$ cat src/rtl/sincronizador_multicanal_pkg.sv
// Shared defaults and width helpers for the multi-lane receiver synchronizer.
// No logic; imported by the lane and top modules.
package sincronizador_multicanal_pkg;

    localparam int DEF_LANES      = 4;
    localparam int DEF_STAGES     = 2;
    localparam int DEF_FILTER     = 3;
    localparam int DEF_LOS_CYCLES = 16;

    // Filter counter must hold 0..FILTER-1 and never collapse to zero width.
    function automatic int cntWidth(input int filterLen);
        return (filterLen > 1) ? $clog2(filterLen) : 1;
    endfunction

endpackage

$ cat src/rtl/sincronizador_multicanal_canal.sv
// One lane: sync chain, glitch filter, edge pulses and loss-of-signal flag.
// Latency STAGES+FILTER edges from input to dataSync; no backpressure, enb only freezes filter/LOS.
module sincronizador_canal
    import sincronizador_multicanal_pkg::*;
#(
    parameter int STAGES     = DEF_STAGES,
    parameter int FILTER     = DEF_FILTER,
    parameter int LOS_CYCLES = DEF_LOS_CYCLES
) (
    input  logic clk,
    input  logic rst,
    input  logic enb,
    input  logic dataAsync,
    output logic dataSync,
    output logic risePulse,
    output logic fallPulse,
    output logic los
);

    localparam int CW = cntWidth(FILTER);
    localparam int LW = $clog2(LOS_CYCLES + 1);
    localparam logic [CW-1:0] CNT_MAX = CW'(FILTER - 1);
    localparam logic [LW-1:0] LOS_MAX = LW'(LOS_CYCLES);

    logic [STAGES-1:0] st;
    logic [CW-1:0]     cnt;
    logic [LW-1:0]     losCnt;
    logic              raw;
    logic              update;

    assign raw    = st[STAGES-1];
    assign update = enb && (raw != dataSync) && (cnt == CNT_MAX);

    always_ff @(posedge clk or negedge rst) begin
        if (!rst) begin
            st        <= '0;
            cnt       <= '0;
            dataSync  <= 1'b0;
            risePulse <= 1'b0;
            fallPulse <= 1'b0;
            losCnt    <= '0;
            los       <= 1'b1;
        end else begin
            st        <= {st[STAGES-2:0], dataAsync};
            risePulse <= update && raw;
            fallPulse <= update && !raw;
            if (enb) begin
                if (raw == dataSync) begin
                    cnt <= '0;
                end else if (cnt == CNT_MAX) begin
                    dataSync <= raw;
                    cnt      <= '0;
                end else begin
                    cnt <= cnt + 1'b1;
                end
                // Counter saturates so los stays asserted through long idle periods.
                if (update) begin
                    losCnt <= '0;
                    los    <= 1'b0;
                end else if (losCnt != LOS_MAX) begin
                    losCnt <= losCnt + 1'b1;
                    if (losCnt == LOS_MAX - 1'b1) begin
                        los <= 1'b1;
                    end
                end
            end
        end
    end

endmodule

$ cat src/rtl/sincronizador_multicanal.sv
// LANES independent receiver synchronizers side by side; no logic crosses lanes.
// Latency STAGES+FILTER edges per lane; no backpressure.
module sincronizador_multicanal
    import sincronizador_multicanal_pkg::*;
#(
    parameter int LANES      = DEF_LANES,
    parameter int STAGES     = DEF_STAGES,
    parameter int FILTER     = DEF_FILTER,
    parameter int LOS_CYCLES = DEF_LOS_CYCLES
) (
    input  logic             clk,
    input  logic             rst,
    input  logic             enb,
    input  logic [LANES-1:0] dataAsync,
    output logic [LANES-1:0] dataSync,
    output logic [LANES-1:0] risePulse,
    output logic [LANES-1:0] fallPulse,
    output logic [LANES-1:0] los
);

    for (genvar g = 0; g < LANES; g++) begin : gLane
        sincronizador_canal #(
            .STAGES    (STAGES),
            .FILTER    (FILTER),
            .LOS_CYCLES(LOS_CYCLES)
        ) uCanal (
            .clk      (clk),
            .rst      (rst),
            .enb      (enb),
            .dataAsync(dataAsync[g]),
            .dataSync (dataSync[g]),
            .risePulse(risePulse[g]),
            .fallPulse(fallPulse[g]),
            .los      (los[g])
        );
    end

endmodule

$ cat config.mk
export PLATFORM = sky130hd
export DESIGN_NAME = sincronizador_multicanal
export DESIGN_NICKNAME = d
export VERILOG_FILES = /design/src/rtl/sincronizador_multicanal_pkg.sv /design/src/rtl/sincronizador_multicanal_canal.sv /design/src/rtl/sincronizador_multicanal.sv
export SDC_FILE = /design/constraint.sdc
export NUM_CORES = 1
export LEC_CHECK = 0
export BUFFER_PORTS_ARGS = -buffer_cell sky130_fd_sc_hd__buf_2
export CORE_AREA = 2 2 67 69
export DETAILED_ROUTE_END_ITERATION = 10
export DIE_AREA = 0 0 69 71
export PLACE_DENSITY = 0.81
export SLEW_MARGIN = 20
export SYNTH_ARGS = -nofsm -noshare
export SYNTH_HDL_FRONTEND = slang
export SYNTH_SLANG_ARGS = --single-unit
$ cat constraint.sdc
create_clock -name clk -period 2.4 [get_ports clk]
set_clock_uncertainty 0.15 [all_clocks]
set_input_delay 0.24 -clock clk [delete_from_list [all_inputs] [get_ports clk]]
set_output_delay 0.24 -clock clk [all_outputs]
set_load 0.01 [all_outputs]
* Word-level counts from Yosys, hierarchy flattened
Index checks and enable logic that the tools add are counted.
W data, S select, Z words.
** Operators by class
- Reduce and logical (&&, ||, !) cells :: 40
- Equal/unequal tests :: 20
- Bitwise operators :: 4
- Multiplexer cells :: 28
- $add $sub $neg :: 8
** Operator list (number)
- $mux W5 :: 8
- $reduce_and A3 Y1 :: 8
- $add A5 B1 Y5 const B :: 4
- $eq A5 B4 Y1 const B :: 4
- $ne A5 B5 Y1 const B :: 4
- $logic_and A1 B1 Y1 :: 16
- $mux W2 :: 8
- $reduce_bool A2 Y1 :: 8
- $mux W1 :: 12
- $add A2 B1 Y2 const B :: 4
- $eq A2 B2 Y1 const B :: 4
- $reduce_and A2 Y1 :: 4
- $eq A1 B1 Y1 :: 4
- $logic_not A1 Y1 :: 4
- $ne A1 B1 Y1 :: 4
- $not A1 Y1 :: 4
** Storage, ports and cells
- Bits in registers :: 52
- Word-level logic and storage cells :: 128

* Longest topological paths before layout
- Word-level depth :: 5
- Gate-level depth with buffers :: 6

* Modules after synthesis
Synthesis repeated with hierarchy kept, for this count alone.
** Second synthesis, totals
- Cells, all modules :: 208
- Area total of the unflattened synthesis :: 2417.3 um^2
** By module, submodules not included
- sincronizador_canal :: seq. area each 326.6 um^2, times used 4, area an instance 604.3 um^2, cells an instance 52

* Least setup slack after synthesis
No wires, ideal clock.
- Path kind :: reg-to-reg
- Start point :: register gLane[0].uCanal.losCnt[0]
- End point :: register gLane[0].uCanal.losCnt[4]
- Path buffers :: 0
- Data required time :: 2.156 ns
- Stages on the path, launching flop included :: 6
- Data arrival time :: 1.318 ns
- Setup slack :: 0.838 ns
- Cell sequence :: dfrtp_1 -> ha_1 -> and3_1 -> ha_1 -> and3_1 -> a211oi_1
** Between the ends
- Word-level cells in the longest chain between the ends :: 3
- Elaborated cells between the ends (all ways) :: 6
- Classes of those cells :: add/sub (1); eq/ne (1); mux (2); reduce/logical (2)
** Ends and longest elaborated chain
- from (decl) :: RTL line sincronizador_multicanal_canal.sv:27 : logic [LW-1:0] losCnt;
- from (signal assigned) :: RTL line sincronizador_multicanal_canal.sv:61 : losCnt <= losCnt + 1'b1;
- $add A5 B1 Y5 or $ne A5 B5 Y1 (tied branches) :: RTL line sincronizador_multicanal_canal.sv:61, sincronizador_multicanal_canal.sv:60
- $mux W5 or $reduce_bool A2 Y1 (tied branches)
- $mux W5 or $reduce_and A2 Y1 (tied branches)
Several ways; a longest one is shown, not always the timed one. The select of a mux whose other input is x is not followed.
A chain may end at the register's enable or synchronous reset.

* Worst setup path in the final report
- Start point :: register gLane[3].uCanal.losCnt[0]
- End point :: register gLane[3].uCanal.losCnt[4]
** Between the ends
- Word-level cells in the longest chain between the ends :: 3
- Elaborated cells between the ends (all ways) :: 6
- Classes of those cells :: add/sub (1); eq/ne (1); mux (2); reduce/logical (2)
** Ends and longest elaborated chain (RTL line)
- from (decl) :: sincronizador_multicanal_canal.sv:27
- from (signal assigned) :: sincronizador_multicanal_canal.sv:61
- $add A5 B1 Y5 or $ne A5 B5 Y1 (tied branches) :: sincronizador_multicanal_canal.sv:61, sincronizador_multicanal_canal.sv:60
- $mux W5 or $reduce_bool A2 Y1 (tied branches)
- $mux W5 or $reduce_and A2 Y1 (tied branches)
Several ways; a longest one is shown, not always the timed one. The select of a mux whose other input is x is not followed.

==> PnR_summary.wiki <==
{| class="wikitable"
! Metric !! Value
|-
| Run status || completed
|-
| Launching point of the worst reg2reg path || gLane[3].uCanal.losCnt[0]$_DFFE_PN0P_
|-
| Horizontal die dimension || around 69 µm
|-
| CP max FO || 4
|-
| Layout fillers || 354
|-
| Setup slack of the worst register-to-register path || 640 ps
|-
| Routed wire length per instance || 13.9 µm
|-
| Area of the multi-input gates || ~950 µm²
|-
| Final cycle utilization of the critical path || 73.2%
|-
| End of the worst register-to-register path || gLane[3].uCanal.losCnt[4]$_DFFE_PN0P_
|-
| Clock period minus final worst setup slack || 1760 ps
|-
| Post-Route Setup TNS || 0 ps
|-
| Area of the die || 0.00490 mm²
|-
| TritonCTS clock tree || built
|-
| Number of antenna violations at the first check in global routing || 0
|-
| Worst slew margin relative to its limit || between 60% and 70%
|-
| Total wire length || 4.05 mm
|-
| Global placement routability congestion || ~0.83
|-
| Vias in the first global route || 1597
|-
| Peak supply drop || 0.537 mV
|-
| Core Footprint || 0.00420 mm²
|-
| Number of max-cap violations || 0
|-
| RSZ-0062 raised after global routing || no
|-
| Post-synthesis instance area || 0.00251 mm²
|-
| Crit path capture type || register
|-
| Number of warnings reported in the yosys synthesis log || 0
|-
| Overall fraction of global-route tracks in use || 17.8%
|-
| Maximum number of buffers from clock root to sink || 2
|-
| Gate family responsible for the most delay along the worst path || simple AND/OR/NAND/NOR gates
|-
| Core occupancy in the finished layout || between 60 and 70%
|-
| Number of buffer and inverter instances along the worst setup path || 1
|-
| Data arrival, critical path || 1810 ps
|-
| # setup viols final || 0
|-
| Highest attainable clock frequency || 569 MHz
|-
| Cell with the largest stage delay on the worst path || sky130_fd_sc_hd__nor4bb_1
|-
| Top area cells in the synthesized netlist || sky130_fd_sc_hd__dfrtp_1 48%, sky130_fd_sc_hd__ha_1 6.0%, sky130_fd_sc_hd__buf_4 5.7%, sky130_fd_sc_hd__dfstp_2 4.2%, sky130_fd_sc_hd__inv_1 2.8%
|-
| Max-slew violation count || 0
|-
| Hpwl dp || ~2.8 mm
|-
| Class of the most critical hold timing path || primary input to async pin
|-
| Antenna diode count || 0
|-
| Number of library cell types mapped by synthesis || 42
|-
| Measured slew at the worst slew-check pin || 492 ps
|-
| Clock transition at the register clock pins on the worst setup and hold paths after CTS || 90 ps
|-
| Effective utilization at floorplan || 59.7%
|-
| TritonRoute pass-1 iters || 4
|-
| Synthesized net count || ~250
|-
| Crit-path cells || inv_1 > ha_1 > nor4bb_1 > nor2_1 > a221oi_1
|-
| Minimum setup slack in the final design || between 600 and 700 ps
|-
| Clock network latency to the later pin of the worst-skew pair || 300 ps
|-
| Num Clock Sinks || 52
|-
| Final net count || 258
|-
| Mapped Cells || 226
|-
| Power, Total || ~0.0029 W
|-
| Leakage power total || between 1 and 1.5 nW
|-
| Detailed router's first-iteration violation count || 94
|-
| Slowest cell delay on critical path || 450 ps
|-
| Number of flops mapped to enable cells by yosys || 0
|-
| H-tree levels || 2
|-
| Maximum number of pins on one net before global-route repair || 31
|-
| Cells on worst reg2reg path || 5
|-
| Routed vias || 1644
|-
| Commonest cells in the netlist || 48 x sky130_fd_sc_hd__dfrtp_1, 19 x sky130_fd_sc_hd__buf_4, 19 x sky130_fd_sc_hd__inv_1
|-
| Area taken by flip-flops and latches || 0.00131 mm²
|-
| Pre-CTS setup slack || between 500 and 600 ps
|-
| Number of setup buffers added after CTS || 0
|-
| Number of buffers inserted during clock tree synthesis || 5
|-
| Number of design rule violations left after detail routing || 0
|-
| Post-Syn Area per Cell || 11.1 µm²
|-
| Number of register bits inferred by synthesis || 52
|-
| Aggregate global routing overflow || 0
|-
| Cell taking the most area after synthesis || sky130_fd_sc_hd__dfrtp_1
|-
| Most numerous cell in the Yosys netlist || sky130_fd_sc_hd__dfrtp_1
|-
| Master cell of the clock root buffer || sky130_fd_sc_hd__clkbuf_8
|-
| Share of the synthesized area in the top cell type || a little under half
|-
| Share of final-layout standard cells stronger than drive strength 1 || between 15 and 20%
|-
| Count of buffers inserted at the top-level ports || 22
|-
| Sequential-to-total area share from yosys stat || 52.0%
|-
| Hold Vio Cnt, Final || 0
|-
| Number of routed nets with antenna violations || 0
|-
| Via density || 5.63
|-
| # resized after CTS || 0
|-
| Wire length of the first global-routing pass || 7.03 mm
|-
| Total power density per cell area || 1070 mW/mm²
|-
| Async S/R FF share, synth || 100%
|-
| Dominant register cell in the synthesized netlist || sky130_fd_sc_hd__dfrtp_1
|-
| Data required, critical path || roughly 2500 ps
|-
| Top-level port count || 23
|-
| Startpoint Class || register
|-
| Kind of critical path || register to register
|-
| Growth of design area from synthesis to finish || 6.48%
|-
| Num rows || 24
|-
| Worst slack on hold paths || just over 200 ps
|-
| Floorplan die height || 71 µm
|}
layout by cell type, fill, tap and decap left out, drive strengths merged, types with 5 or more instances in the layout:
master and count:
inv 19, a21oi 10, nand3 14, ha 12
nand2 6, buf 26, dfrtp 48, o21ai 11
and3 7, a31oi 6, mux2i 5, nor2 7
dlygate4sd3 5, clkbuf 8
how the worst max path moves through the flow:
stage	startpoint	endpoint	slack, ps	cells past startpoint
after detailed placement	enb	gLane[2].uCanal.cnt[1]$_DFFE_PN0P_	590	4
final	gLane[3].uCanal.losCnt[0]$_DFFE_PN0P_	gLane[3].uCanal.losCnt[4]$_DFFE_PN0P_	640	5
after floorplan	gLane[0].uCanal.losCnt[0]$_DFFE_PN0P_	gLane[0].uCanal.losCnt[4]$_DFFE_PN0P_	840	5
after global placement	enb	gLane[3].uCanal.dataSync$_DFFE_PN0N_	670	3
after global routing	gLane[3].uCanal.losCnt[0]$_DFFE_PN0P_	gLane[3].uCanal.losCnt[4]$_DFFE_PN0P_	510	5
after CTS	gLane[3].uCanal.losCnt[0]$_DFFE_PN0P_	gLane[3].uCanal.losCnt[4]$_DFFE_PN0P_	670	5
layout make-up:
| class | count | share of cell area, % |
|---|---|---|
| sequential | 52 | 48.9 |
| tap | 52 | 2.43 |
| inverter | 19 | 2.67 |
| timing repair buffer | 31 | 7.12 |
| clock buffer | 8 | 3.37 |
| multi-input combinational | 130 | 35.5 |
sequential cells by signal, summed over array words and instances, names as in the netlist:
signal	flops
gLane.uCanal.los	4
gLane.uCanal.risePulse	4
gLane.uCanal.losCnt	20
gLane.uCanal.st	8
gLane.uCanal.fallPulse	4
gLane.uCanal.cnt	8
gLane.uCanal.dataSync	4
cell families (layout without fill, tap and decap cells):
kind of cell	Yosys count	in the layout	synth area share (%)
compound gates	41	41	10.2
xor+xnor	5	5	1.74
buf+inv	44	58	10.1
simple gates	63	63	15.7
fa+ha+maj	12	12	5.98
flops	52	52	52.0
mux	9	9	4.24
power breakdown:
group          internal, W  total, W  switching, W  leakage (nW)
Combinational     0.000451  0.000921      0.000470         0.635
Clock             0.000236  0.000509      0.000273        0.0455
Sequential         0.00117   0.00143      0.000254         0.629
Total              0.00186   0.00286      0.000997          1.31
through the flow:
step / area [µm²] / std cells
6_report: 2670 / 292
5_1_grt: 2670 / 292
4_1_cts: 2670 / 292
3_5_place_dp: 2530 / 279
3_3_place_gp: 2530 / 279
2_1_floorplan: 2510 / 226
layer usage:
metal / part of all wire, % / up-vias / global-route usage [%] / wire, µm
li1: - / 803 / - / -
met5: 0 / - / 0 / 0
met3: 3.3 / 6 / 4.27 / 133
met1: 44 / 809 / 22.2 / 1790
met4: 1.8 / 0 / 7.84 / 72
met2: 51 / 26 / 29.8 / 2050
what timing repair did:
action,4_1_cts,5_1_grt
hold buffers,5,0
endpoints found under the hold margin,18,0
setup endpoints to repair,0,0
(Power assumes the default switching activity.)
